$ cat src/rtl/game_flow_if.sv
// Button inputs and decoder-facing codes of the color-match game sequencer.
interface game_flow_if;
    logic       btn_next;
    logic       btn_select;
    logic [2:0] step;
    logic [2:0] variety;
    logic [2:0] match;
    logic [2:0] variety1;
    logic [3:0] attempts;

    // Board / bench side: drives the raw buttons, watches the codes.
    modport master (
        output btn_next, btn_select,
        input  step, variety, match, variety1, attempts
    );

    // Sequencer side.
    modport slave (
        input  btn_next, btn_select,
        output step, variety, match, variety1, attempts
    );
endinterface

$ cat src/rtl/game_flow_ctrl.sv
// Round sequencer for the 4-square color-match game: debounces the two
// buttons and walks pick/pick/reveal/pick/pick/reveal/win, producing the
// codes the action decoder turns into square states.
// Pairing is fixed: square i partners with square 3-i.
module game_flow_ctrl #(
    parameter int DEBOUNCE_CYCLES = 250000,
    parameter int REVEAL_CYCLES   = 25000000
) (
    input logic        clk25MHz,
    input logic        rst,
    game_flow_if.slave bus
);
    localparam int DW = (DEBOUNCE_CYCLES > 1) ? $clog2(DEBOUNCE_CYCLES) : 1;
    localparam int TW = (REVEAL_CYCLES > 1) ? $clog2(REVEAL_CYCLES) : 1;

    typedef enum logic [2:0] {
        PICK1 = 3'b000,
        PICK2 = 3'b001,
        SHOW2 = 3'b010,
        PICK3 = 3'b011,
        PICK4 = 3'b100,
        SHOW4 = 3'b101,
        WIN   = 3'b110
    } state_t;

    // index 0 = next, index 1 = select
    logic [1:0]    raw, sync1, sync2, lvl, pulse;
    logic [DW-1:0] cnt [2];
    logic          nxt_p, sel_p;

    state_t        state, state_n;
    logic [1:0]    variety, variety_n, match, match_n, variety1, variety1_n;
    logic [1:0]    m_inc;
    logic [3:0]    attempts, attempts_n;
    logic [TW-1:0] timer, timer_n;

    assign raw = {bus.btn_select, bus.btn_next};

    // Synchronize raw buttons, accept a level only after it has differed
    // from the accepted level for DEBOUNCE_CYCLES samples in a row.
    always_ff @(posedge clk25MHz) begin
        if (rst) begin
            sync1 <= '0;
            sync2 <= '0;
            lvl   <= '0;
            pulse <= '0;
            for (int i = 0; i < 2; i++) cnt[i] <= '0;
        end else begin
            sync1 <= raw;
            sync2 <= sync1;
            for (int i = 0; i < 2; i++) begin
                pulse[i] <= 1'b0;
                if (sync2[i] == lvl[i]) begin
                    cnt[i] <= '0;
                end else if (cnt[i] == DW'(DEBOUNCE_CYCLES - 1)) begin
                    lvl[i]   <= sync2[i];
                    cnt[i]   <= '0;
                    pulse[i] <= sync2[i];
                end else begin
                    cnt[i] <= cnt[i] + 1'b1;
                end
            end
        end
    end

    // Select has priority when both pulses land in the same cycle.
    assign sel_p = pulse[1];
    assign nxt_p = pulse[0] & ~pulse[1];

    // State and output registers.
    always_ff @(posedge clk25MHz) begin
        if (rst) begin
            state    <= PICK1;
            variety  <= '0;
            match    <= '0;
            variety1 <= '0;
            attempts <= '0;
            timer    <= '0;
        end else begin
            state    <= state_n;
            variety  <= variety_n;
            match    <= match_n;
            variety1 <= variety1_n;
            attempts <= attempts_n;
            timer    <= timer_n;
        end
    end

    // Next-state and next-code logic; everything holds unless a rule fires.
    always_comb begin
        state_n    = state;
        variety_n  = variety;
        match_n    = match;
        variety1_n = variety1;
        attempts_n = attempts;
        timer_n    = timer;
        m_inc      = match + 2'd1;
        if (m_inc == variety) m_inc = m_inc + 2'd1;
        case (state)
            PICK1: begin
                if (sel_p) begin
                    match_n = (variety == 2'd0) ? 2'd1 : 2'd0;
                    state_n = PICK2;
                end else if (nxt_p) begin
                    variety_n = variety + 2'd1;
                end
            end
            PICK2: begin
                if (sel_p) begin
                    timer_n = '0;
                    state_n = SHOW2;
                end else if (nxt_p) begin
                    match_n = m_inc;
                end
            end
            SHOW2: begin
                if (timer == TW'(REVEAL_CYCLES - 1)) begin
                    timer_n = '0;
                    if (match == 2'd3 - variety) begin
                        variety1_n = (variety == 2'd0 || variety == 2'd3) ? 2'd1 : 2'd2;
                        state_n    = PICK3;
                    end else begin
                        if (attempts != 4'd15) attempts_n = attempts + 4'd1;
                        variety_n = '0;
                        match_n   = '0;
                        state_n   = PICK1;
                    end
                end else begin
                    timer_n = timer + 1'b1;
                end
            end
            PICK3: begin
                if (sel_p)      state_n    = PICK4;
                else if (nxt_p) variety1_n = 2'd3 - variety1;
            end
            PICK4: begin
                if (sel_p) begin
                    timer_n = '0;
                    state_n = SHOW4;
                end
            end
            SHOW4: begin
                if (timer == TW'(REVEAL_CYCLES - 1)) begin
                    timer_n = '0;
                    state_n = WIN;
                end else begin
                    timer_n = timer + 1'b1;
                end
            end
            default: state_n = WIN;
        endcase
    end

    assign bus.step     = state;
    assign bus.variety  = {1'b0, variety};
    assign bus.match    = {1'b0, match};
    assign bus.variety1 = {1'b0, variety1};
    assign bus.attempts = attempts;
endmodule

$ cat src/flat_wrapper.sv
// flat-port wrapper written by rule: the top's interface ports become plain ports
module game_flow_ctrl_flat 
#(
    parameter int DEBOUNCE_CYCLES = 250000,
    parameter int REVEAL_CYCLES   = 25000000
)
  (clk25MHz, rst, bus_btn_next, bus_btn_select, bus_step, bus_variety, bus_match, bus_variety1, bus_attempts);
  game_flow_if bus_i ();
  input logic clk25MHz;
  input logic rst;
  input wire logic [$bits(bus_i.btn_next)-1:0] bus_btn_next;
  input wire logic [$bits(bus_i.btn_select)-1:0] bus_btn_select;
  output wire logic [$bits(bus_i.step)-1:0] bus_step;
  output wire logic [$bits(bus_i.variety)-1:0] bus_variety;
  output wire logic [$bits(bus_i.match)-1:0] bus_match;
  output wire logic [$bits(bus_i.variety1)-1:0] bus_variety1;
  output wire logic [$bits(bus_i.attempts)-1:0] bus_attempts;
  assign bus_i.btn_next = bus_btn_next;
  assign bus_i.btn_select = bus_btn_select;
  assign bus_step = bus_i.step;
  assign bus_variety = bus_i.variety;
  assign bus_match = bus_i.match;
  assign bus_variety1 = bus_i.variety1;
  assign bus_attempts = bus_i.attempts;
  game_flow_ctrl #(.DEBOUNCE_CYCLES(DEBOUNCE_CYCLES), .REVEAL_CYCLES(REVEAL_CYCLES)) u_core (.clk25MHz(clk25MHz), .rst(rst), .bus(bus_i));
endmodule
$ cat config.mk
export PLATFORM = sky130hd
export DESIGN_NAME = game_flow_ctrl_flat
export DESIGN_NICKNAME = d
export VERILOG_FILES = /design/src/rtl/game_flow_if.sv /design/src/rtl/game_flow_ctrl.sv /design/src/flat_wrapper.sv
export SDC_FILE = /design/constraint.sdc
export NUM_CORES = 1
export LEC_CHECK = 0
export CAP_MARGIN = 20
export CORE_MARGIN = 5
export CORE_UTILIZATION = 35
export CTS_BUF_LIST = sky130_fd_sc_hd__clkbuf_4 sky130_fd_sc_hd__clkbuf_8 sky130_fd_sc_hd__clkbuf_16
export DETAILED_ROUTE_END_ITERATION = 16
export HOLD_SLACK_MARGIN = 0.15
export PLACE_DENSITY = 0.57
export SYNTH_ARGS = -nofsm -noshare
export SYNTH_HDL_FRONTEND = slang
export SYNTH_SLANG_ARGS = --single-unit
$ cat constraint.sdc
create_clock -name clk25MHz -period 5.9 [get_ports clk25MHz]
set_input_delay 1.18 -clock clk25MHz [delete_from_list [all_inputs] [get_ports clk25MHz]]
set_output_delay 1.18 -clock clk25MHz [all_outputs]
set_load 0.01 [all_outputs]
# == Yosys cells after proc, flatten, opt, wreduce, memory -nomap -nowiden ==
# Memory sizes are Yosys's and may differ from the RTL's.
# Cells that the tools add are included.
# classes
add_sub_neg,9
n_mul,0
div_mod_pow,0
magnitude_cmp,0
n_eq_ne,29
shifts,0
n_mux,58
bitwise_logic,13
n_reduce_logical,19
# op_table
op,count
$mux W18,6
$mux W25,2
$pmux W25 S2,1
$add A18 B1 Y18 const B,2
$eq A18 B18 Y1 const B,2
$mux W2,14
$add A25 B1 Y25 const B,1
$eq A25 B25 Y1 const B,1
$mux W1,25
$ne A2 B1 Y1 const B,11
$mux W3,6
$pmux W3 S6,1
$reduce_and A6 Y1,2
$reduce_and A5 Y1,2
$ne A2 B2 Y1 const B,4
$pmux W2 S2,2
$add A2 B1 Y2 const B,3
$eq A3 B2 Y1 const B,2
$eq A3 B3 Y1 const B,2
$not A1 Y1,6
$or A1 B1 Y1,6
$pmux W2 S3,1
$reduce_and A2 Y1,3
$reduce_bool A2 Y1,3
15 further kinds,20
# word_totals
register_bits,46
latch_bits,0
ramBits,36
romBits,0
input_bits,4
out_inout_bits,16
memories,1
# memory_table
name,depth,word_bits,rd,rd_clocked_by_memory_dff,wr,line,rtl
u_core.cnt,2,18,2,0,2,game_flow_ctrl.sv:28,logic [DW-1:0] cnt [2];

# == Depth between registers and ports, before layout ==
# An unclocked memory read counts as a cell.
# logic_depth
ltp_word,8
mapped_depth,8
ltp_nobuf,6

# == Worst setup path before layout ==
# Ideal clock, no wire load.
# synth_path
path_kind,input-to-reg
from,in rst
to,mem u_core.cnt[1][10] (netlist name) (data pin)
arrival_time_ns,2.056
required_time_ns,5.760
setup_slack_ns,3.704
path_stages,6
path_cell_list,inv_1 > nand2_1 > or2_2 > buf_2 > clkbuf_1 > nor2_1
# synth_lines
element,line,rtl
from (decl),flat_wrapper.sv:10,input logic rst;
to (decl),game_flow_ctrl.sv:28,

==> results.md <==
* Core area at roughly 0.013 mm^2
* Via/cell ratio at 5.01
* Worst path arrival time at around 3200 ps
* Placed cell area at 0.00484 mm^2
* Most frequent cells in the layout: nor2_1 (62), dfxtp_1 (46), nand2_1 (40)
* Critical Path RT at 6160 ps
* Sequential cell area at 0.00200 mm^2
* CP Cell Sequence: clkdlybuf4s50_1 -> a211oi_4 -> o21ai_0 -> a31oi_1
* Endpoints failing setup at 0
* Post-DP HPWL at 6460 um
* Post-synthesis xor/xnor area fraction at around 8.7%
* Root Buffer: clkbuf_16
* Fin util at between 40% and 50%
* First-pass GRT wire length at 15200 um
* PD cells at 239 mW/mm^2
* Crit-path slowest cell: a211oi_4
* Setup TNS at 0 ps
* Via count at 3478
* Multi-input logic area at 0.00240 mm^2
* Grt ovf at 0
* Initial antenna violation count at 0
* DIE HEIGHT at 123 um
* Die area at 0.0150 mm^2
* Commonest non-fill, non-tap cell in the layout: nor2_1
* Flops & latches, synth at 82
* Cells after synthesis at 474
* Final instance area at slightly above 0.005 mm^2
* Worst skew pair latency at 330 ps
* Outcome: complete, no violations
* Area share of fa/ha/maj cells after synthesis at 1.63%
* Num CTS Buffers at 9
* Top Ports at 20
* DRT Wirelength at 8910 um
* Final Max Slew Viols at 0
* Input/output buffers at 16
* Final min period at 2930 ps
* Total global-route track usage at 12.7%
* Primary FF master, synth: dfxtp_1
* Final period utilization at 49.6%
* Buf/Inv on CP at 1
* Hold slack final at 459 ps
* Average wire per standard cell at between 10 and 15 um
* CP startpoint kind: input pin
* Max Freq at 341 MHz
* Synthesized area at approximately 0.0044 mm^2
* Worst slew pin tran at 1040 ps
* CP max FO at 28
* Share of cells above drive strength 1 at approximately 5.4%
* EDFF count, synth at 36
* # fillers at 1276
* Pin count of the biggest net entering global routing at 29
* Post-synthesis sequential area ratio at 45.1%
* DRC viols at 0
* CP top delay family: compound AO/OA/AOI/OAI gates
* H-Tree Depth at 3
* CTS tree: done
* N_diodes at 0
* Slowest Stage Delay on Critical Path at 920 ps
* Sinks on Clock Net at 82
* Die X-Extent at between 100 and 150 um
* Total leakage power at 1.80 nW
* Area growth, synth to finish at 16.1%
* Mux contribution to synthesized area at 0.902%
* Vias in the first global route at 3208
* NumNets Final at 526
* Starting Density at 35.5%
* Max-cap violations at 0
* Synth warn at 0
* CTS Hold Buffers Added at 0
* Drt pass-1 iters at 4
* Post-Synth Simple-Gate Area at 26.0%
* Syn_area_per_cell at 9.37 um^2
* Unrepaired setup endpoints after global routing: no
* Routed Antenna Nets at 0
* Worst VDD drop at between 100 and 150 uV
* Main combinational cell family by area after synthesis: simple AND/OR/NAND/NOR gates
* Post_cts resized at 0
* Initial drt markers at 205
* Post-CTS Setup Inserts at 0
* Cell variety after synth at 62
* Min-delay worst type: register to register
* Clock Path Buffers at 2
* Compound-cell area share of the yosys netlist at 13.6%
* Final hold violation count at 0
* # rows at 41
* Max_slew headroom at a little under a third
* Async set-or-reset flop fraction in the synthesized netlist at 0%
* Clock skew at 5.16 ps
* Clk slew on worst S/H paths at 60 ps
* Worst setup EP type: register
* Gpl congestion at 0.779
* Critical path class: input pin to register
## cells by family (layout without fill, tap and decap cells)
group / Yosys count / after routing
AOI/OAI and AO/OA: 85 / 85
buffers and inverters: 35 / 46
other: 2 / 39
adders and majority gates: 6 / 6
DFF: 82 / 82
muxes: 4 / 4
and+or+nand+nor: 216 / 216
xor gates and xnor gates: 44 / 44
## routing by layer
| layer | part of all wire, % | global-route usage, % | vias to the layer above | wire length (um) |
|---|---|---|---|---|
| li1 | - | - | 1782 | - |
| met1 | 48 | 16.8 | 1641 | 4240 |
| met2 | 47 | 19.9 | 42 | 4210 |
| met3 | 3.5 | 3.18 | 13 | 313 |
| met4 | 1.7 | 4.76 | 0 | 153 |
| met5 | 0 | 0 | - | 0 |
## stage by stage
stage	total power [mW]	worst slack [ps]	cells
floorplan	0.652	3700	511
global placement	0.660	2670	678
detailed placement	0.661	2620	678
CTS	1.25	2980	694
global route	1.28	2760	694
finish	1.23	2970	694
## state kept, by name, indices dropped and copies added (netlist names)
register             flops
u_core.match             2
u_core.sync1             2
u_core.bus.step          3
u_core.sync2             2
u_core.variety1          2
u_core.pulse             2
u_core.bus.attempts      4
u_core.variety           2
u_core.lvl               2
u_core.timer            25
u_core.cnt              36
## cells in the mapped netlist, drive strengths merged (6+ instances only)
cell | n | area, um^2
a21oi | 24 | 120
a31oi | 12 | 75.1
and3 | 17 | 106
and4 | 7 | 66.3
buf | 13 | 91.3
clkbuf | 9 | 33.8
dfxtp | 46 | 921
edfxtp | 36 | 1080
inv | 12 | 45.0
nand2 | 40 | 150
nand3 | 25 | 125
nand4 | 20 | 146
nor2 | 62 | 233
nor2b | 6 | 37.5
nor3 | 14 | 75.1
nor4 | 7 | 50.1
o21ai | 11 | 55.1
xnor2 | 23 | 201
xor2 | 21 | 184
## worst reg2reg max path, cell delays in order (launching register included)
cell	delay (ps)
dfxtp_1	730
nor2b_1	280
a21oi_1	190
a21oi_1	820
o21ai_0	250
a311oi_1	330
## worst paths after layout
| path | startpoint | slack, ps | end | depth (start not counted) |
|---|---|---|---|---|
| worst max-delay path | rst | 2970 | u_core.timer[18] | 4 |
| worst min-delay path | u_core.sync1[0] | 460 | u_core.sync2[0] | 1 |
| worst max register to register | u_core.bus.step[0] | 3200 | u_core.timer[8] | 5 |
| worst min register to register | u_core.sync1[0] | 460 | u_core.sync2[0] | 1 |
## where the power goes
part	internal, mW	switching, mW	leakage, nW
clock	0.368	0.217	0.161
combinational	0.0121	0.0204	0.891
sequential	0.605	0.0121	0.743
## cell type report
cell class | count | area share, %
Sequential cell | 82 | 38.8
Inverter | 13 | 0.947
Clock inverter | 4 | 0.898
Tap cell | 172 | 4.18
Clock buffer | 12 | 5.27
Multi-Input combinational cell | 394 | 46.6
Timing Repair Buffer | 17 | 3.25
No activity file was read; power rests on OpenSTA's default activity.
